[src/rtl/load_store_unit.sv]
`default_nettype none
// +--------------------------------------------------------------------------+
// | load_store_unit: single-outstanding core-to-memory byte/half/word access |
// | Revision: 1.0                                                            |
// +--------------------------------------------------------------------------+
module load_store_unit (
  input  logic        clk_i,
  input  logic        rst_i,
  input  logic        core_req_i,
  input  logic        core_we_i,
  input  logic [2:0]  core_size_i,
  input  logic [31:0] core_addr_i,
  input  logic [31:0] core_wd_i,
  output logic [31:0] core_rd_o,
  output logic        core_stall_o,
  output logic        access_err_o,
  output logic        mem_req_o,
  output logic        mem_we_o,
  output logic [3:0]  mem_be_o,
  output logic [31:0] mem_addr_o,
  output logic [31:0] mem_wd_o,
  input  logic [31:0] mem_rd_i,
  input  logic        mem_ready_i
);

  typedef enum logic [1:0] {
    S_IDLE = 2'd0,
    S_BUSY = 2'd1,
    S_DONE = 2'd2
  } state_t;

  localparam logic [2:0] c_size_b  = 3'd0;
  localparam logic [2:0] c_size_h  = 3'd1;
  localparam logic [2:0] c_size_w  = 3'd2;
  localparam logic [2:0] c_size_bu = 3'd4;
  localparam logic [2:0] c_size_hu = 3'd5;

  state_t      r_state;
  state_t      w_state_nxt;
  logic [31:0] r_addr;
  logic [31:0] r_wd;
  logic [31:0] r_rd;
  logic [2:0]  r_size;
  logic        r_we;

  logic        w_illegal;
  logic        w_misaligned;
  logic        w_bad;
  logic        w_accept;
  logic [3:0]  w_be;
  logic [31:0] w_wd_rep;
  logic [31:0] w_rd_ext;
  logic [7:0]  w_byte;
  logic [15:0] w_half;

  // Unsigned sizes only make sense for loads.
  always_comb begin
    w_illegal = 1'b0;
    case (core_size_i)
      c_size_b, c_size_h, c_size_w: w_illegal = 1'b0;
      c_size_bu, c_size_hu:         w_illegal = core_we_i;
      default:                      w_illegal = 1'b1;
    endcase
  end

  assign w_misaligned = ((core_size_i[1:0] == 2'd1) && core_addr_i[0]) ||
                        ((core_size_i == c_size_w) && (core_addr_i[1:0] != 2'b00));
  assign w_bad        = w_illegal || w_misaligned;
  assign w_accept     = (r_state == S_IDLE) && core_req_i && !w_bad;

  always_comb begin
    w_state_nxt  = r_state;
    core_stall_o = 1'b0;
    access_err_o = 1'b0;
    mem_req_o    = 1'b0;
    mem_we_o     = 1'b0;
    mem_be_o     = 4'b0000;
    case (r_state)
      S_IDLE: begin
        if (core_req_i) begin
          if (w_bad) begin
            access_err_o = 1'b1;
          end else begin
            core_stall_o = 1'b1;
            w_state_nxt  = S_BUSY;
          end
        end
      end
      S_BUSY: begin
        core_stall_o = 1'b1;
        mem_req_o    = 1'b1;
        mem_we_o     = r_we;
        mem_be_o     = w_be;
        if (mem_ready_i) begin
          w_state_nxt = S_DONE;
        end
      end
      S_DONE:  w_state_nxt = S_IDLE;
      default: w_state_nxt = S_IDLE;
    endcase
  end

  always_ff @(posedge clk_i) begin
    if (rst_i) begin
      r_state <= S_IDLE;
    end else begin
      r_state <= w_state_nxt;
    end
  end

  // Memory-side lane steering works only from captured request fields.
  always_comb begin
    case (r_size[1:0])
      2'd0:    w_be = 4'b0001 << r_addr[1:0];
      2'd1:    w_be = r_addr[1] ? 4'b1100 : 4'b0011;
      default: w_be = 4'b1111;
    endcase
  end

  always_comb begin
    case (r_size[1:0])
      2'd0:    w_wd_rep = {4{r_wd[7:0]}};
      2'd1:    w_wd_rep = {2{r_wd[15:0]}};
      default: w_wd_rep = r_wd;
    endcase
  end

  assign w_byte = mem_rd_i[{r_addr[1:0], 3'b000} +: 8];
  assign w_half = r_addr[1] ? mem_rd_i[31:16] : mem_rd_i[15:0];

  always_comb begin
    case (r_size)
      c_size_b:  w_rd_ext = {{24{w_byte[7]}}, w_byte};
      c_size_bu: w_rd_ext = {24'd0, w_byte};
      c_size_h:  w_rd_ext = {{16{w_half[15]}}, w_half};
      c_size_hu: w_rd_ext = {16'd0, w_half};
      default:   w_rd_ext = mem_rd_i;
    endcase
  end

  always_ff @(posedge clk_i) begin
    if (rst_i) begin
      r_addr <= 32'd0;
      r_wd   <= 32'd0;
      r_size <= 3'd0;
      r_we   <= 1'b0;
      r_rd   <= 32'd0;
    end else begin
      if (w_accept) begin
        r_addr <= core_addr_i;
        r_wd   <= core_wd_i;
        r_size <= core_size_i;
        r_we   <= core_we_i;
      end
      if ((r_state == S_BUSY) && mem_ready_i && !r_we) begin
        r_rd <= w_rd_ext;
      end
    end
  end

  assign core_rd_o  = r_rd;
  assign mem_addr_o = {r_addr[31:2], 2'b00};
  assign mem_wd_o   = w_wd_rep;

endmodule
`default_nettype wire
[config.mk]
export PLATFORM = sky130hd
export DESIGN_NAME = load_store_unit
export DESIGN_NICKNAME = d
export VERILOG_FILES = /design/src/rtl/load_store_unit.sv
export SDC_FILE = /design/constraint.sdc
export NUM_CORES = 1
export LEC_CHECK = 0
export CORE_ASPECT_RATIO = 1.75
export CORE_MARGIN = 4
export CORE_UTILIZATION = 31
export CTS_CLUSTER_SIZE = 12
export DETAILED_ROUTE_END_ITERATION = 10
export PLACE_DENSITY = 0.72
export RECOVER_POWER = 25
export SYNTH_ARGS = -nofsm -noshare
export SYNTH_HDL_FRONTEND = slang
export SYNTH_SLANG_ARGS = --single-unit
export TNS_END_PERCENT = 100
[constraint.sdc]
create_clock -name clk_i -period 2.74 [get_ports clk_i]
set_input_delay 0.548 -clock clk_i [delete_from_list [all_inputs] [get_ports clk_i]]
set_output_delay 0.548 -clock clk_i [all_outputs]
set_load 0.02 [all_outputs]
==> impl_metrics.yaml, run 1 <==
status:
  status: "finished clean"
floorplan:
  die_width_um: 101.4
  num_rows: 59
  die-area_um2: 17380
  floorplan.die.height_um: 171.4
  num_io_pins: 208
  start_util_pct: 31.73
  design.core.area_um2: 14910
yosys:
  synthTopCellsByCount: "sky130_fd_sc_hd__nand2_1 (162), sky130_fd_sc_hd__dfxtp_1 (102), sky130_fd_sc_hd__a21oi_1 (72)"
  post_synth_top_area_share_pct: 43.16
  synth_cells: 583
  yosysWarningCount: 0
  post_synth_main_area_contributors: "sky130_fd_sc_hd__dfxtp_1 (43%), sky130_fd_sc_hd__nand2_1 (13%), sky130_fd_sc_hd__a21oi_1 (7.6%), sky130_fd_sc_hd__buf_4 (6.7%), sky130_fd_sc_hd__mux2_2 (6.0%)"
  syn-cell-area_um2: 4731
  synth_most_common_cell: "sky130_fd_sc_hd__nand2_1"
  async_set_reset_flop_share_out_of_synthesis_pct: 0
  synth.largest_area_cell: "sky130_fd_sc_hd__dfxtp_1"
  most_instantiated_flip_flop_cell_in_the_synthesis_netlist: "sky130_fd_sc_hd__dfxtp_1"
  count_of_flip_flops_with_a_built_in_enable_after_synthesis: 0
  post_synth.cell_area_avg_um2: 8.115
  sequential_to_total_area_share_from_yosys_stat_pct: 43.16
  post_synth_num_cell_types: 37
  ys_ff_latch: 102
job:
  max_cap_violations: 0
cells_and_area:
  final_cells: 927
  number_of_diodes: 0
  area_of_the_multi_input_gates_um2: 2195
  syn_to_final_growth_pct: 47.58
  fin_area_um2: 6982
  post-route-util_pct: 46.82
  final_layout_size_suffix_gt1_share_pct: 9.140
  num-nets-final: 843
  layout.area.seq_um2: 2043
  nFillCells: 1499
drt:
  overall_routed_net_length_um: 15560
  wl_per_cell_um: 16.79
  dr.first_iter.drc_count: 186
  detail-route-antenna-nets: 0
  drcViolationCount: 0
  via_count: 4543
  viasPerCell: 4.901
  detail_route.first_pass.iterations: 6
clock_network:
  cts_made_buffers: 9
  sink_count: 102
  worstSkewPairLatency_ns: 0.34
  maximum_clock_insertion_buffer_count: 2
  clkTransAtPathRegs_ns: 0.07
  cts_h_tree_lvls: 3
  clk_root_buffer_cell: "sky130_fd_sc_hd__clkbuf_16"
  cts.repair_timing.setup_buffer_count: 0
  tritoncts: "done"
sta:
  slew-limit-headroom_pct: 48.97
  grt_setup_unrepaired: "false"
  finalCriticalPeriod_ns: 2.616
  whs_ns: 0.4527
  timing.setup.tns_ns: 0
  finalWorstSetupSlack_ns: 0.1239
  timing_hold_violations_final: 0
  clock.fmax_mhz: 382.3
  slew_of_the_pin_with_the_lowest_slew_margin_ns: 0.7654
  timing.clock.skew_ns: 0.009226
  ratio_of_final_minimum_period_to_clock_period_pct: 95.48
  drv_slew: 0
  finalSetupViolations: 0
critical_path:
  crit_path_largest_cell_delay_ns: 0.42
  critPathTopFamily: "buffers and inverters"
  timing_worst_setup_path_type: "input port to primary output"
  critPathSlowestCell: "sky130_fd_sc_hd__clkdlybuf4s50_1"
  crit_required_ns: 2.19
  worstSetupEndpointType: "primary output"
  arrival_ns: 2.07
  rr_worst_depth: 5
  r2r_slack_ns: 0.49
  timing.critical_path.mode_cell: "sky130_fd_sc_hd__buf_4"
  rr_endpoint: "core_rd_o[26]$_SDFFE_PP0P_"
  source_of_the_worst_register_to_register_timing_path: "r_addr[1]$_SDFFE_PP0P_"
  path_cells: "clkdlybuf4s50_1 -> buf_4 -> a221o_1 -> buf_4 -> and3_1 -> dlygate4sd2_1"
  critical_path.startpoint_type: "input port"
  timing.critical_path.fanout_max: 2
  critPathBufInv: 4
place:
  place_worst_setup_slack_ns: -0.2704
  placement.cell_area_um2: 6710
  numPlacedInstances: 911
  gpl.final_weighted_congestion: 0.8100
  hpwlAfterDp_um: 11590
  placement.io_buffers: 205
power_and_ir_drop:
  pwr_density_cell_nw_per_um2: 500.3
  vdd_drop_max_mv: 0.3746
  total_power_mw: 3.493
  power.static_leakage_nw: 2.551
global_route:
  grt_overflow_total: 0
  grt_pass1_vias: 4346
  maximum_number_of_pins_on_one_net_before_global_route_repair: 70
  grt_usage_pct: 17.20
  first_pass_grt_wire_length_um: 23360
  grt_antenna_before_repair: 0
worst_hold_path:
  hold_path_class: "flop to flop"
  hp-start: "r_addr[6]$_SDFFE_PP0P_"
  hold-path-endpoint: "r_addr[6]$_SDFFE_PP0P_"
  whs_path_depth: 2
[how the worst max path moves through the flow]
| stage | start | endpoint | slack, ns | depth (start not counted) |
|---|---|---|---|---|
| after CTS | core_addr_i[1] | core_stall_o | 0.001 | 5 |
| after floorplan | core_addr_i[0] | core_stall_o | 0.43 | 5 |
| after detailed placement | core_addr_i[1] | core_stall_o | -0.27 | 5 |
| after global routing | core_size_i[2] | access_err_o | 0.07 | 6 |
| final | core_size_i[2] | access_err_o | 0.12 | 6 |
| after global placement | core_addr_i[0] | core_stall_o | -0.25 | 5 |
[power breakdown]
part	internal, mW	switching (mW)	total, mW
Combinational	0.350	0.332	0.681
Sequential	1.55	0.0421	1.59
Clock	0.649	0.575	1.22
Total	2.54	0.949	3.49
[worst reg2reg max path, delay by kind of cell (launching register included)]
family / cells / cell delay, ns
flip-flops: 1 / 0.61
AO/OA/AOI/OAI: 2 / 0.74
buffers and inverters: 1 / 0.26
multiplexers: 2 / 0.50
[routing by layer]
layer  wire length [um]  vias up  GRT usage, %
met5                  0        -             0
met2               8268      139         30.84
met4                482        0         7.060
met1               6012     2113         19.57
met3                798       26         3.450
li1                   -     2265             -
[layout make-up]
| type | instances | share of cell area [%] |
|---|---|---|
| inverter | 3 | 0.1613 |
| clock buffer | 12 | 3.530 |
| tap | 183 | 3.280 |
| timing repair buffer | 226 | 31.88 |
| multi-input combinational | 397 | 31.43 |
| sequential | 102 | 29.27 |
| clock inverter | 4 | 0.4480 |
[flip-flops by register name, indices dropped and copies added (netlist names)]
register,count
core_rd_o,32
r_addr,32
r_size,3
r_state,2
r_wd,32
r_we,1
[repair_timing]
item / in CTS / in global routing
endpoints found under the setup margin: 2 / 1
hold buffers: 0 / 0
resized for setup: 2 / 2
[cells in the final DEF, fill, tap and decap left out, drive strengths merged, types with 2 or more instances in the layout]
master         netlist  layout
a22o                 8       8
dfxtp              102     102
mux2                25      25
clkbuf              19      13
a211oi              31      31
buf                 63      22
clkdlybuf4s50        0     152
o21a                 2       2
mux2i                9       9
a222oi               7       7
a22oi                8       8
nor3b                3       3
a21oi               72      72
nand3b               2       2
conb                 1       2
nand2              162     162
nand2b               3       3
nor2b                2       2
clkinv               1       4
dlygate4sd3          0      50
and2                 2       2
o21ai               10      10
inv                  2       3
nor2                39      39
[kinds of logic after synthesis]
family / count (synthesis) / synth area share [%]
AND/OR/NAND/NOR: 216 / 18.25
AO/OA/AOI/OAI: 144 / 19.36
flip-flops: 102 / 43.16
buffers and inverters: 85 / 10.82
multiplexers: 35 / 8.331
other: 1 / 0.07927
Power figures use the tool's default switching activity.
==> run 2: changes to the inputs <==
--- a/config.mk
+++ b/config.mk
@@ -12,6 +12,7 @@
 export DETAILED_ROUTE_END_ITERATION = 10
 export PLACE_DENSITY = 0.72
 export RECOVER_POWER = 25
+export SKIP_LAST_GASP = 1
 export SYNTH_ARGS = -nofsm -noshare
 export SYNTH_HDL_FRONTEND = slang
 export SYNTH_SLANG_ARGS = --single-unit
==> results of run 2 <==
No change in the layout: final DEF, timing and power equal those of run 1.
